File: config.mk
export PLATFORM = sky130hd
export DESIGN_NAME = multicycle_controller
export DESIGN_NICKNAME = d
export VERILOG_FILES = /design/src/rtl/riscv_ctrl_pkg.sv /design/src/rtl/alu_decoder.sv /design/src/rtl/multicycle_controller.sv
export SDC_FILE = /design/constraint.sdc
export NUM_CORES = 1
export LEC_CHECK = 0
export CAP_MARGIN = 20
export CORE_MARGIN = 2
export CORE_UTILIZATION = 39
export DETAILED_ROUTE_END_ITERATION = 6
export MAX_ROUTING_LAYER = met4
export PLACE_DENSITY = 0.85
export SYNTH_ARGS = -nofsm -noshare
export SYNTH_HDL_FRONTEND = slang
export SYNTH_HIERARCHICAL = 1
export SYNTH_SLANG_ARGS = --single-unit
File: constraint.sdc
create_clock -name clk -period 3.74 [get_ports clk]
set_clock_uncertainty 0.1 [all_clocks]
set_input_delay 0.935 -clock clk [delete_from_list [all_inputs] [get_ports clk]]
set_output_delay 0.935 -clock clk [all_outputs]
set_load 0.02 [all_outputs]
File: src/rtl/riscv_ctrl_pkg.sv
// Shared encodings for the RV32I multi-cycle controller: FSM states, opcodes and datapath select codes.
package riscv_ctrl_pkg;

    typedef enum logic [3:0] {
        IDLE     = 4'd0,
        FETCH    = 4'd1,
        DECODE   = 4'd2,
        MEMADR   = 4'd3,
        MEMREAD  = 4'd4,
        MEMWB    = 4'd5,
        MEMWRITE = 4'd6,
        EXECR    = 4'd7,
        EXECI    = 4'd8,
        ALUWB    = 4'd9,
        BEQ      = 4'd10,
        TRAP     = 4'd11
    } state_t;

    localparam logic [6:0] OP_LW     = 7'b0000011;
    localparam logic [6:0] OP_SW     = 7'b0100011;
    localparam logic [6:0] OP_RTYPE  = 7'b0110011;
    localparam logic [6:0] OP_ITYPE  = 7'b0010011;
    localparam logic [6:0] OP_BRANCH = 7'b1100011;

    localparam logic [1:0] IMM_I = 2'b00;
    localparam logic [1:0] IMM_S = 2'b01;
    localparam logic [1:0] IMM_B = 2'b10;

    localparam logic [2:0] ALU_ADD = 3'b000;
    localparam logic [2:0] ALU_SUB = 3'b001;
    localparam logic [2:0] ALU_AND = 3'b010;
    localparam logic [2:0] ALU_OR  = 3'b011;
    localparam logic [2:0] ALU_SLT = 3'b101;

    localparam logic [1:0] SRCA_PC    = 2'b00;
    localparam logic [1:0] SRCA_OLDPC = 2'b01;
    localparam logic [1:0] SRCA_RS1   = 2'b10;

    localparam logic [1:0] SRCB_RS2  = 2'b00;
    localparam logic [1:0] SRCB_IMM  = 2'b01;
    localparam logic [1:0] SRCB_FOUR = 2'b10;

    localparam logic [1:0] RES_ALUOUT = 2'b00;
    localparam logic [1:0] RES_DATA   = 2'b01;
    localparam logic [1:0] RES_ALU    = 2'b10;

    localparam logic [1:0] ALUOP_ADD   = 2'b00;
    localparam logic [1:0] ALUOP_SUB   = 2'b01;
    localparam logic [1:0] ALUOP_FUNCT = 2'b10;

    // Only these funct3 values have an ALU operation; anything else traps at decode.
    function automatic logic funct3Legal(input logic [2:0] f3);
        return (f3 == 3'b000) || (f3 == 3'b010) || (f3 == 3'b110) || (f3 == 3'b111);
    endfunction

endpackage

File: src/rtl/alu_decoder.sv
// Combinational ALU control decode from ALUOp and the instruction function fields.
module alu_decoder
    import riscv_ctrl_pkg::*;
(
    input  logic [1:0] aluOp,
    input  logic [2:0] funct3,
    input  logic       funct7b5,
    input  logic       opB5,
    output logic [2:0] aluControl
);

    always_comb begin
        aluControl = ALU_ADD;
        case (aluOp)
            ALUOP_ADD: aluControl = ALU_ADD;
            ALUOP_SUB: aluControl = ALU_SUB;
            ALUOP_FUNCT: begin
                case (funct3)
                    // op[5] separates R-type from I-type: addi never subtracts.
                    3'b000:  aluControl = (opB5 && funct7b5) ? ALU_SUB : ALU_ADD;
                    3'b010:  aluControl = ALU_SLT;
                    3'b110:  aluControl = ALU_OR;
                    3'b111:  aluControl = ALU_AND;
                    default: aluControl = ALU_ADD;
                endcase
            end
            default: aluControl = ALU_ADD;
        endcase
    end

endmodule

File: src/rtl/multicycle_controller.sv
// Multi-cycle RV32I control FSM: sequences fetch/decode/execute/writeback over a shared ALU
// and a single req/ready memory port.
module multicycle_controller
    import riscv_ctrl_pkg::*;
(
    input  logic       clk,
    input  logic       rst_n,
    input  logic [6:0] op,
    input  logic [2:0] funct3,
    input  logic       funct7b5,
    input  logic       zero,
    input  logic       mem_ready,
    output logic       mem_req,
    output logic       mem_write,
    output logic       adr_src,
    output logic       ir_write,
    output logic       pc_write,
    output logic       reg_write,
    output logic [1:0] imm_src,
    output logic [1:0] alu_src_a,
    output logic [1:0] alu_src_b,
    output logic [1:0] result_src,
    output logic [2:0] alu_control,
    output logic       illegal_instr
);

    state_t     state;
    state_t     nextState;
    logic [1:0] aluOp;

    always_ff @(posedge clk or negedge rst_n) begin
        if (!rst_n) state <= IDLE;
        else        state <= nextState;
    end

    always_comb begin
        nextState = state;
        case (state)
            IDLE:   nextState = FETCH;
            FETCH:  nextState = mem_ready ? DECODE : FETCH;
            DECODE: begin
                case (op)
                    OP_LW, OP_SW: nextState = MEMADR;
                    OP_RTYPE:     nextState = funct3Legal(funct3) ? EXECR : TRAP;
                    OP_ITYPE:     nextState = funct3Legal(funct3) ? EXECI : TRAP;
                    OP_BRANCH:    nextState = (funct3 == 3'b000) ? BEQ : TRAP;
                    default:      nextState = TRAP;
                endcase
            end
            MEMADR:   nextState = (op == OP_LW) ? MEMREAD : MEMWRITE;
            MEMREAD:  nextState = mem_ready ? MEMWB : MEMREAD;
            MEMWB:    nextState = FETCH;
            MEMWRITE: nextState = mem_ready ? FETCH : MEMWRITE;
            EXECR, EXECI: nextState = ALUWB;
            ALUWB:    nextState = FETCH;
            BEQ:      nextState = FETCH;
            TRAP:     nextState = TRAP;
            default:  nextState = IDLE;
        endcase
    end

    // Outputs depend on state only, apart from the FETCH/BEQ strobes that follow mem_ready/zero.
    always_comb begin
        mem_req       = 1'b0;
        mem_write     = 1'b0;
        adr_src       = 1'b0;
        ir_write      = 1'b0;
        pc_write      = 1'b0;
        reg_write     = 1'b0;
        imm_src       = IMM_I;
        alu_src_a     = SRCA_PC;
        alu_src_b     = SRCB_RS2;
        result_src    = RES_ALUOUT;
        aluOp         = ALUOP_ADD;
        illegal_instr = 1'b0;
        case (state)
            FETCH: begin
                mem_req    = 1'b1;
                alu_src_b  = SRCB_FOUR;
                result_src = RES_ALU;
                ir_write   = mem_ready;
                pc_write   = mem_ready;
            end
            DECODE: begin
                alu_src_a = SRCA_OLDPC;
                alu_src_b = SRCB_IMM;
                imm_src   = IMM_B;
            end
            MEMADR: begin
                alu_src_a = SRCA_RS1;
                alu_src_b = SRCB_IMM;
                imm_src   = (op == OP_LW) ? IMM_I : IMM_S;
            end
            MEMREAD: begin
                mem_req = 1'b1;
                adr_src = 1'b1;
            end
            MEMWB: begin
                result_src = RES_DATA;
                reg_write  = 1'b1;
            end
            MEMWRITE: begin
                mem_req   = 1'b1;
                mem_write = 1'b1;
                adr_src   = 1'b1;
            end
            EXECR: begin
                alu_src_a = SRCA_RS1;
                alu_src_b = SRCB_RS2;
                aluOp     = ALUOP_FUNCT;
            end
            EXECI: begin
                alu_src_a = SRCA_RS1;
                alu_src_b = SRCB_IMM;
                imm_src   = IMM_I;
                aluOp     = ALUOP_FUNCT;
            end
            ALUWB: begin
                result_src = RES_ALUOUT;
                reg_write  = 1'b1;
            end
            BEQ: begin
                alu_src_a  = SRCA_RS1;
                alu_src_b  = SRCB_RS2;
                aluOp      = ALUOP_SUB;
                result_src = RES_ALUOUT;
                pc_write   = zero;
            end
            TRAP:    illegal_instr = 1'b1;
            default: ;
        endcase
    end

    alu_decoder uAluDecoder (
        .aluOp      (aluOp),
        .funct3     (funct3),
        .funct7b5   (funct7b5),
        .opB5       (op[5]),
        .aluControl (alu_control)
    );

endmodule

==> metrics.log, run 1 <==
[metrics] run status: complete, no violations
[metrics] setup repair after global routing missed its margin: no
[metrics] IR drop worst, VDD: just under 400 uV
[metrics] total leakage power: just under 0.0004 uW
[metrics] antenna violations before repair: 0
[metrics] area leader, netlist: dfrtp_1
[metrics] total chip power: between 600 and 700 uW
[metrics] CTS tree: done
[metrics] worst reg2reg path startpoint: state[0]
[metrics] Switch Pwr: 296.9 uW
[metrics] type of the most critical hold path: flop to flop
[metrics] proportion of layout cells with a drive suffix above 1: 0.1429
[metrics] final worst-path cycle share: 0.9485
[metrics] number of flip-flops in the largest register: 4
[metrics] power density over the cells: approximately 660 mW/mm^2
[metrics] XOR/XNOR Fraction of Synth Area: 0
[metrics] final-report setup violation count: 0
[metrics] first-pass GRT wire length: roughly 2800 um
[metrics] remaining antenna violation count: 0
[metrics] most frequent cell after synthesis: nor2_1
[metrics] later-pin clock latency in the skew report: 240 ps
[metrics] depth of the worst register-to-register path: 4
[metrics] Final GP Congestion: approximately 0.81
[metrics] average wire length per cell after detail routing: 13.11 um
[metrics] most flop-heavy register: state
[metrics] total of hold buffers inserted after clock tree synthesis: 0
[metrics] main combinational cell family by area after synthesis: simple AND/OR/NAND/NOR gates
[metrics] required arrival time at the worst endpoint: roughly 2700 ps
[metrics] final wirelength: about 1700 um
[metrics] WHS: 625.9 ps
[metrics] top cells by instance count after synthesis: nor2_1 (11), o21ai_0 (6), inv_1 (5)
[metrics] CTS clock-pin slew for the worst setup and hold paths: approximately 40 ps
[metrics] critical-path maximum fanout: 2
[metrics] worst max-slew margin expressed relative to the limit: 0.7839
[metrics] Remaining Overflow, GRT: 0
[metrics] Tmin final: roughly 3500 ps
[metrics] area fraction of the dominant cell type after synthesis: 0.1802
[metrics] Via Count: 708
[metrics] number of global-route vias before repair: 656
[metrics] DP Area: ~910 um^2
[metrics] sinks on the clock net: 4
[metrics] Via-to-Cell Ratio: 5.575
[metrics] synthesized-area fraction occupied by ao, oa, aoi and oai cells: 0.2613
[metrics] die boundary height: between 40 and 50 um
[metrics] max-slew violation count: 0
[metrics] part of the power in combinational logic: 0.745
[metrics] maximum number of pins on one net before global-route repair: 11
[metrics] wire length the detailed router placed on met1: approximately 680 um
[metrics] crit path capture type: output port
[metrics] worst reg2reg path endpoint: state[0]
[metrics] Port Buffer Count: 32
[metrics] number of failing hold endpoints at the final stage: 0
[metrics] global router's overall resource usage: 0.2061
[metrics] WL met3: about 130 um
[metrics] count of nets after finishing: approximately 130
[metrics] final routed DRC violation total: 0
[metrics] Antenna Diode Count: 0
[metrics] worst hold endpoint: state[1]
[metrics] synth-to-layout area growth: 68.92%
[metrics] post-cts gate resize count: 1
[metrics] post-CTS repair timing setup buffer count: 0
[metrics] largest registers in the final layout: state (4)
[metrics] number of buffers on the longest clock path: 2
[metrics] syn_nets: 92
[metrics] worst-case register-to-register setup slack: 2160 ps
[metrics] HPWL after DPL: about 1300 um
[metrics] effective utilization at floorplan: 0.4217
[metrics] cell internal power dissipation: about 320 uW
[metrics] Synth cell types: 33
[metrics] share of async-settable or async-resettable flops after synthesis: 1.000
[metrics] sum of negative setup slack: 0 ps
[metrics] dominant synthesized flop cell: dfrtp_1
[metrics] post-route insts no fill: between 100 and 150
[metrics] number of flops mapped to enable cells by yosys: 0
[metrics] die footprint: roughly 0.0017 mm^2
[metrics] clock share of power: 0.091
[metrics] Clock Tree Root: clkbuf_4
[metrics] die width: approximately 42 um
[metrics] switching part of the total power: 0.4822
[metrics] sequential fraction of the synthesis area: 0.1802
[metrics] Slew @ Worst Pin: around 320 ps
[metrics] Max H-tree Level: 1
[metrics] data arrival time of the critical path: 2510 ps
[metrics] starting DRC count in detailed routing: 18
[metrics] Hold Startpoint: state[1]
[metrics] post-synth design cell area: 555.5 um^2
[metrics] crit path launch type: input port
[metrics] Avg Synthesized Cell Area: between 7 and 8 um^2
[metrics] uppermost layer routed: met4
[metrics] number of synthesized register bits: 4
[metrics] Ports: 33
[metrics] detailed-routing iteration count for the pre-antenna-repair pass: 4
[metrics] fmax: 0.2819 GHz
[metrics] core box area: between 0.001 and 0.0015 mm^2
[metrics] number of max-cap violations: 0
[metrics] synthesized instance count: 75
[metrics] number of rows created at floorplan: 13
[metrics] area share of fa/ha/maj cells after synthesis: 0.04505
[metrics] clock buffers created by TritonCTS: 3
[metrics] part of the power in registers: 0.164
[metrics] critical path class: input port to output port
[metrics] Met2 Routed Length: 836 um
[metrics] worst hold path cell count: 2
[metrics] count of yosys warnings during synthesis: 6
[metrics] Post-Layout Inst Area: approximately 940 um^2
[metrics] Post-Place Cells: between 100 and 150
[metrics] largest cells by area after synthesis: dfrtp_1 (18%), nor2_1 (7.4%), o21ai_0 (5.4%)
[metrics] area share of and/or/nand/nor cells after synthesis: 0.4324
[metrics] mux share of post-synthesis cell area: 0
[cells in the final DEF (no fill, tap or decap)]
cell,netlist,layout
a21o_1,2,2
ha_1,2,2
nor2b_1,1,1
and2_1,2,2
nand2b_1,4,4
a21oi_1,4,4
nand4bb_1,1,1
nor3_1,3,3
clkdlybuf4s50_1,0,30
nor3_4,1,1
inv_1,5,5
clkbuf_4,0,3
o22a_1,1,1
o31ai_1,1,1
buf_4,0,6
and4b_2,1,1
nor4b_1,1,1
nor4_1,1,1
nor2_1,11,11
or2_2,1,1
a221oi_2,1,1
o22ai_1,2,2
dfrtp_2,0,1
nor3b_1,1,1
nand2_1,4,4
o21ai_0,6,6
or2_1,1,1
dlymetal6s2s_1,0,1
or3_1,1,1
nand3b_1,1,1
o2111ai_1,2,2
a211o_1,1,1
o32a_1,1,1
nand3_1,2,2
dlygate4sd2_1,0,1
nand2b_4,2,2
dfrtp_1,4,3
[worst max-delay path: stages]
cell	delay, ps
clkdlybuf4s50_1	410
nand4bb_1	200
or3_1	340
o2111ai_1	240
inv_1	60
dlygate4sd2_1	320
[how the worst max path moves through the flow]
stage | startpoint | end | slack, ps | depth (start not counted)
floorplan | state[0] | alu_control[2] | 670 | 6
global placement | op[2] | imm_src[0] | 50 | 6
detailed placement | op[2] | imm_src[0] | -30 | 6
CTS | state[0] | alu_control[2] | 90 | 6
global route | op[2] | imm_src[0] | 70 | 6
finish | op[2] | imm_src[0] | 190 | 6
[per-layer routing]
metal | track usage | vias to the layer above
li1 | - | 348
met1 | 0.2016 | 317
met2 | 0.3813 | 41
met3 | 0.03913 | 2
met4 | 0.1032 | 0
met5 | - | -
[cell families (layout without fill, tap and decap cells)]
family,Yosys count,in the layout
compound gates,21,21
simple gates,39,39
buf+inv,9,46
flops,4,4
fa+ha+maj,2,2
[final cells by class]
class                           instances  area [um^2]
Tap cell                               15        18.77
Multi-Input combinational cell         62        410.4
Sequential cell                         4        101.3
Inverter                                5        18.77
Fill cell                             122        379.1
Timing Repair Buffer                   38        366.6
Clock buffer                            3        22.52
[power groups by stage]
| stage | Combinational, uW | Clock (uW) | Sequential, uW |
|---|---|---|---|
| after global placement | 450 | 0 | 97.9 |
| after CTS | 458 | 55.5 | 97.4 |
| after floorplan | 301 | 0 | 76.1 |
| final | 459 | 56.3 | 101 |
| after detailed placement | 459 | 0 | 97.6 |
| after global routing | 491 | 59.1 | 108 |
[stage by stage]
| stage | util | setup slack [ps] |
|---|---|---|
| 6_report | 0.7123 | 192.8 |
| 5_1_grt | 0.7123 | 69.69 |
| 4_1_cts | 0.7094 | 90.44 |
| 3_5_place_dp | 0.6933 | -29.70 |
| 3_3_place_gp | 0.6933 | 52.09 |
| 2_1_floorplan | - | 672.0 |
No activity file was read; power rests on OpenSTA's default activity.
==> run 2: changes to the inputs <==
--- a/config.mk
+++ b/config.mk
@@ -7,10 +7,10 @@
 export LEC_CHECK = 0
 export CAP_MARGIN = 20
 export CORE_MARGIN = 2
-export CORE_UTILIZATION = 39
+export CORE_UTILIZATION = 33
 export DETAILED_ROUTE_END_ITERATION = 6
 export MAX_ROUTING_LAYER = met4
-export PLACE_DENSITY = 0.85
+export PLACE_DENSITY = 0.77
 export SYNTH_ARGS = -nofsm -noshare
 export SYNTH_HDL_FRONTEND = slang
 export SYNTH_HIERARCHICAL = 1
==> constraint.sdc (replaced) <==
create_clock -name clk -period 3 [get_ports clk]
set_clock_uncertainty 0.1 [all_clocks]
set_input_delay 0.75 -clock clk [delete_from_list [all_inputs] [get_ports clk]]
set_output_delay 0.75 -clock clk [all_outputs]
set_load 0.02 [all_outputs]
==> metrics.log, run 2 (synthesis gave the netlist of run 1 again) <==
[metrics] power density over the cells: 790.2 mW/mm^2 (+20%)
[metrics] crit path capture type: output port
[metrics] average wire length per cell after detail routing: 11.56 um (-12%)
[metrics] WHS: 600.9 ps (-24.92 ps)
[metrics] number of max-cap violations: 0 (unchanged)
[metrics] sinks on the clock net: 4 (unchanged)
[metrics] largest registers in the final layout: state (4)
[metrics] number of global-route vias before repair: 677 (+3.2%)
[metrics] remaining antenna violation count: 0 (unchanged)
[metrics] most frequent cells in the layout: clkdlybuf4s50_1 (24), buf_4 (20), nor2_1 (11)
[metrics] Via-to-Cell Ratio: 5.127 (-8.0%)
[metrics] most crowded layer after global routing: met2
[metrics] detailed-routing iteration count for the pre-antenna-repair pass: 4 (unchanged)
[metrics] highest cell delay on the worst timing path: 590 ps (+180 ps)
[metrics] critical-path maximum fanout: 2 (unchanged)
[metrics] clock buffers created by TritonCTS: 3 (unchanged)
[metrics] pre-CTS setup slack: -363.2 ps (-333.5 ps)
[metrics] post-route insts no fill: 142 (+12%)
[metrics] total leakage power: 0.0004796 uW (+24%)
[metrics] die footprint: 0.002028 mm^2 (+16%)
[metrics] total of hold buffers inserted after clock tree synthesis: 0 (unchanged)
[metrics] fmax: 0.3399 GHz
[metrics] final wirelength: 1641 um (-1.4%)
[metrics] family with the most delay on the worst path: buffers and inverters
[metrics] setup repair after global routing missed its margin: no
[metrics] number of buffers on the longest clock path: 2 (unchanged)
[metrics] starting DRC count in detailed routing: 16 (-2)
[metrics] Slew @ Worst Pin: 264.5 ps (-57.16 ps)
[metrics] die boundary height: 45.03 um (+7.9%)
[metrics] part of the power in combinational logic: 0.797 (+0.052)
[metrics] antenna violations before repair: 0 (unchanged)
[metrics] CTS clock-pin slew for the worst setup and hold paths: 40 ps (about the same)
[metrics] total chip power: 837.5 uW (+36%)
[metrics] Via Count: 728 (+2.8%)
[metrics] global router's overall resource usage: 0.1889 (-0.01714)
[metrics] max-slew violation count: 0 (unchanged)
[metrics] required arrival time at the worst endpoint: 2150 ps (-550 ps)
[metrics] proportion of layout cells with a drive suffix above 1: 0.2778 (+0.1349)
[metrics] sum of negative setup slack: 0 ps (unchanged)
[metrics] critical path class: input port to output port
[metrics] crit path buf inv count: 2 (-1)
[metrics] HPWL after DPL: 1401 um (+4.7%)
[metrics] worst max-slew margin expressed relative to the limit: 0.8212 (+0.03727)
[metrics] maximum number of pins on one net before global-route repair: 13 (+2)
[metrics] IR drop worst, VDD: 516.9 uV (+32%)
[metrics] clock share of power: 0.082 (-0.009)
[metrics] Antenna Diode Count: 0 (unchanged)
[metrics] part of the power in registers: 0.122 (-0.042)
[metrics] final routed DRC violation total: 0 (unchanged)
[metrics] Tmin final: 2942 ps
[metrics] Clock Tree Root: clkbuf_4
[metrics] Ports: 33 (unchanged)
[metrics] Port Buffer Count: 32 (unchanged)
[metrics] Remaining Overflow, GRT: 0 (unchanged)
[metrics] global-route track usage on met3: 0.04000 (+0.0008696)
[metrics] critical path's slowest cell: clkdlybuf4s50_1
[metrics] most flop-heavy register: state
[metrics] Post-Place Cells: 139 (+12%)
[metrics] Switch Pwr: 380.1 uW (+28%)
[metrics] Max H-tree Level: 1 (unchanged)
[metrics] final-report setup violation count: 0 (unchanged)
[metrics] cell internal power dissipation: 457.4 uW (+43%)
[metrics] type of the most critical hold path: flop to flop
[metrics] count of nets after finishing: 145 (+11%)
[metrics] crit path launch type: input port
[metrics] met1 capacity usage during global routing: 0.2099 (+0.008306)
[metrics] number of flip-flops in the largest register: 4 (unchanged)
[metrics] Cell Chain, Critical Path: clkdlybuf4s50_1 > and2_1 > a21o_1 > clkdlybuf4s50_1
[metrics] most common library cell in the layout ignoring fill and taps: clkdlybuf4s50_1
[metrics] first-pass GRT wire length: 2753 um (unchanged)
[metrics] Filler cells: 135 (+11%)
[metrics] data arrival time of the critical path: 2090 ps (-420 ps)
[metrics] number of rows created at floorplan: 14 (+1)
[metrics] final worst-path cycle share: 0.9807
[metrics] Top cell by count, worst path: clkdlybuf4s50_1
[metrics] later-pin clock latency in the skew report: 240 ps (about the same)
[metrics] die width: 45.03 um (+7.9%)
[metrics] final setup slack of the worst path: 57.77 ps (-135.0 ps)
[metrics] Final GP Congestion: 0.8380 (+3.7%)
[metrics] synth-to-layout area growth: 90.77%
[metrics] effective utilization at floorplan: 0.3604 (-0.06126)
[metrics] core box area: 0.001541 mm^2 (+17%)
[metrics] CTS tree: done
[metrics] run status: complete, no violations
[metrics] number of failing hold endpoints at the final stage: 0 (unchanged)
[metrics] switching part of the total power: 0.4538 (-0.02837)
[metrics] met2 capacity usage during global routing: 0.3457 (-0.03554)
## run 2: power by group through the flow
stage	clock network (uW)	logic, uW	registers, uW
global route	77.5	725	107
CTS	70.7	660	102
detailed placement	0	660	103
finish	68.3	667	102
global placement	0	645	102
floorplan	0	375	94.9
## run 2: worst reg2reg max path: stages, from the launching register on
cell and delay (ps):
dfrtp_1 410, nand2b_1 180, buf_4 160, nor3_4 180
o21ai_0 160, o21ai_0 180
## run 2: what timing repair did
action | in CTS | in global routing
buffers inserted | 0 | 0
hold endpoints to repair | 0 | 0
setup endpoints to repair | 4 | 5
pin swaps | 0 | 3
gates resized for setup | 8 | 14
## run 2: layer usage
metal / up-vias / routed length, um / share of wire
li1: 374 / - / -
met1: 327 / 663 / 0.40
met2: 27 / 873 / 0.53
met3: 0 / 104 / 0.063
met4: 0 / 0 / 0
met5: - / 0 / 0
## run 2: final cells by class
cell class / instances / area (um^2) / share of cell area
Timing Repair Buffer: 52 / 471.7 / 0.4451
Tap cell: 16 / 20.02 / 0.01889
Inverter: 5 / 18.77 / 0.01771
Sequential cell: 4 / 100.1 / 0.09445
Multi-Input combinational cell: 62 / 426.7 / 0.4026
Clock buffer: 3 / 22.52 / 0.02125
## run 2: worst paths after layout
kind	startpoint	endpoint	slack, ps	depth (start not counted)
worst min-delay path	state[2]	state[0]	600	3
max in group asynchronous	rst_n	state[0]	2030	1
worst min register to register	state[2]	state[0]	600	3
worst max-delay path	mem_ready	pc_write	60	4
worst max register to register	state[0]	state[0]	1540	5
min in group asynchronous	rst_n	state[3]	610	1
## run 2: stage by stage
step	instance area [um^2]	utilization
after global placement	1020	0.6615
final	1060	0.6875
after detailed placement	1020	0.6615
after global routing	1060	0.6875
after floorplan	555.5	-
after CTS	1040	0.6745
==> run 3: changes to the inputs <==
--- a/config.mk
+++ b/config.mk
@@ -6,11 +6,13 @@
 export NUM_CORES = 1
 export LEC_CHECK = 0
 export CAP_MARGIN = 20
-export CORE_MARGIN = 2
-export CORE_UTILIZATION = 33
+export CORE_AREA = 2 2 39 41
 export DETAILED_ROUTE_END_ITERATION = 6
+export DIE_AREA = 0 0 41 43
+export DONT_BUFFER_PORTS = 1
+export GPL_ROUTABILITY_DRIVEN = 1
 export MAX_ROUTING_LAYER = met4
-export PLACE_DENSITY = 0.77
+export PLACE_DENSITY = 0.6
 export SYNTH_ARGS = -nofsm -noshare
 export SYNTH_HDL_FRONTEND = slang
 export SYNTH_HIERARCHICAL = 1
==> metrics.log, run 3 (synthesis gave the netlist of run 1 again) <==
[metrics] max-slew violation count: 0 (unchanged)
[metrics] met1 capacity usage during global routing: 0.2143 (+0.004409)
[metrics] largest registers in the final layout: state (4)
[metrics] sinks on the clock net: 4 (unchanged)
[metrics] HPWL after DPL: 1065 um (-24%)
[metrics] most crowded layer after global routing: met2
[metrics] required arrival time at the worst endpoint: 2150 ps (about the same)
[metrics] post-cts gate resize count: 0 (-8)
[metrics] Cell Chain, Critical Path: nor2_1 > inv_1 > o22ai_2 > ha_2 > nor4b_1 > buf_4
[metrics] worst max-slew margin expressed relative to the limit: 0.5710 (-0.2502)
[metrics] average wire length per cell after detail routing: 13.68 um (+18%)
[metrics] Filler cells: 152 (+13%)
[metrics] Final GP Congestion: 0.6886 (-18%)
[metrics] worst reg2reg path startpoint: state[0]
[metrics] post-CTS repair timing setup buffer count: 0 (unchanged)
[metrics] Slew @ Worst Pin: 638.6 ps (+374.1 ps)
[metrics] final wirelength: 1327 um (-19%)
[metrics] die footprint: 0.001763 mm^2 (-13%)
[metrics] remaining antenna violation count: 0 (unchanged)
[metrics] Clock Tree Root: clkbuf_4
[metrics] die width: 41 um (-8.9%)
[metrics] global router's overall resource usage: 0.1538 (-0.03517)
[metrics] CTS tree: done
[metrics] final routed DRC violation total: 0 (unchanged)
[metrics] fmax: 0.3527 GHz (+3.8%)
[metrics] Via Count: 563 (-23%)
[metrics] most common library cell in the layout ignoring fill and taps: nor2_1
[metrics] critical path class: flop to output port
[metrics] critical path startpoint: state[1]
[metrics] final worst-path cycle share: 0.9452 (-0.03554)
[metrics] die boundary height: 43 um (-4.5%)
[metrics] worst reg2reg path endpoint: state[0]
[metrics] count of nets after finishing: 100 (-31%)
[metrics] power density over the cells: 972.5 mW/mm^2 (+23%)
[metrics] critical-path maximum fanout: 10 (+8)
[metrics] final setup slack of the worst path: 164.4 ps (+106.6 ps)
[metrics] most frequent cells in the layout: nor2_1 (10), buf_4 (7), o21ai_0 (6)
[metrics] total of hold buffers inserted after clock tree synthesis: 0 (unchanged)
[metrics] detailed-routing iteration count for the pre-antenna-repair pass: 4 (unchanged)
[metrics] first-pass GRT wire length: 1849 um (-33%)
[metrics] Via-to-Cell Ratio: 5.804 (+13%)
[metrics] data arrival time of the critical path: 1990 ps (-100 ps)
[metrics] pre-CTS setup slack: 380.2 ps (+743.4 ps)
[metrics] worst setup path endpoint: alu_control[2]
[metrics] Antenna Diode Count: 0 (unchanged)
[metrics] number of failing hold endpoints at the final stage: 0 (unchanged)
[metrics] final-report setup violation count: 0 (unchanged)
[metrics] effective utilization at floorplan: 0.4014 (+0.04106)
[metrics] sum of negative setup slack: 0 ps (unchanged)
[metrics] worst-case register-to-register setup slack: 1330 ps (-210 ps)
[metrics] synth-to-layout area growth: 14.41%
[metrics] crit path capture type: output port
[metrics] area taken by flip-flops and latches: 100.1 um^2 (unchanged)
[metrics] core box area: 0.001384 mm^2 (-10%)
[metrics] Port Buffer Count: 0 (-100%)
[metrics] highest cell delay on the worst timing path: 470 ps (-120 ps)
[metrics] proportion of layout cells with a drive suffix above 1: 0.2346 (-0.04321)
[metrics] Tmin final: 2836 ps (-106.6 ps)
[metrics] number of flip-flops in the largest register: 4 (unchanged)
[metrics] most flop-heavy register: state
[metrics] run status: complete, no violations
[metrics] Max H-tree Level: 1 (unchanged)
[metrics] number of buffers on the longest clock path: 2 (unchanged)
[metrics] global-route track usage on met3: 0.05759 (+0.01759)
[metrics] maximum number of pins on one net before global-route repair: 11 (-2)
[metrics] type of the most critical hold path: input port to asynchronous set/reset pin
[metrics] Remaining Overflow, GRT: 0 (unchanged)
[metrics] starting DRC count in detailed routing: 5 (-11)
[metrics] clock buffers created by TritonCTS: 3 (unchanged)
[metrics] met2 capacity usage during global routing: 0.2156 (-0.1301)
[metrics] Ports: 33 (unchanged)
[metrics] crit path launch type: flop
[metrics] CTS clock-pin slew for the worst setup and hold paths: 40 ps (about the same)
[metrics] setup repair after global routing missed its margin: no
[metrics] number of rows created at floorplan: 14 (unchanged)
[metrics] number of max-cap violations: 0 (unchanged)
[metrics] total leakage power: 0.0002530 uW (-47%)
[metrics] area occupied by multi-input gates: 421.7 um^2 (-1.2%)
[metrics] IR drop worst, VDD: 528.6 uV (+2.3%)
[metrics] critical path's slowest cell: dfrtp_1
[metrics] number of global-route vias before repair: 445 (-34%)
[metrics] later-pin clock latency in the skew report: 230 ps (about the same)
[metrics] depth of the worst register-to-register path: 5 (unchanged)
[metrics] antenna violations before repair: 0 (unchanged)
## run 3: how the worst min path moves through the flow
| stage | end | cells past startpoint |
|---|---|---|
| after floorplan | state[0] | 0 |
| after CTS | state[3] | 0 |
| final | state[3] | 0 |
| after detailed placement | state[0] | 0 |
| after global placement | state[1] | 0 |
| after global routing | state[1] | 0 |
## run 3: routing by layer
metal | part of all wire | vias up
met5 | 0 | -
met4 | 0 | 0
met3 | 0.090 | 0
met2 | 0.45 | 24
met1 | 0.46 | 258
li1 | - | 281
## run 3: final cells by class
type                    instances  share of cell area
clock buffers                   3             0.03543
well taps                      16             0.03150
inverters                       5             0.02953
flip-flops and latches          4              0.1575
repair buffers                  7             0.08268
multi-input cells              62              0.6634
## run 3: where the power goes
group,internal (uW),total [uW],switching [uW],leakage (uW)
clock,44.6,64.7,20.1,0.0000138
combinational,158,432,274,0.000189
sequential,77.0,121,44.3,0.0000498
## run 3: metrics by stage
step | instance area, um^2 | total power, uW | util | instances | hold slack, ps
5_1_grt | 635.6 | 670.3 | 0.4593 | 97 | 94.54
6_report | 635.6 | 618.1 | 0.4593 | 97 | 113.4
3_3_place_gp | 601.8 | 544.8 | 0.4349 | 94 | 354.5
2_1_floorplan | 555.5 | 470.2 | - | 75 | 354.4
4_1_cts | 624.3 | 611.9 | 0.4512 | 97 | 105.5
3_5_place_dp | 601.8 | 543.7 | 0.4349 | 94 | 354.5
## run 3: critical path: cells and delay by family, from the launching register on
| family | cells | cell delay (ps) |
|---|---|---|
| AND/OR/NAND/NOR | 2 | 480 |
| adder cells (fa/ha/maj) | 1 | 320 |
| AO/OA/AOI/OAI | 1 | 210 |
| buffers and inverters | 2 | 270 |
| flip-flops | 1 | 470 |
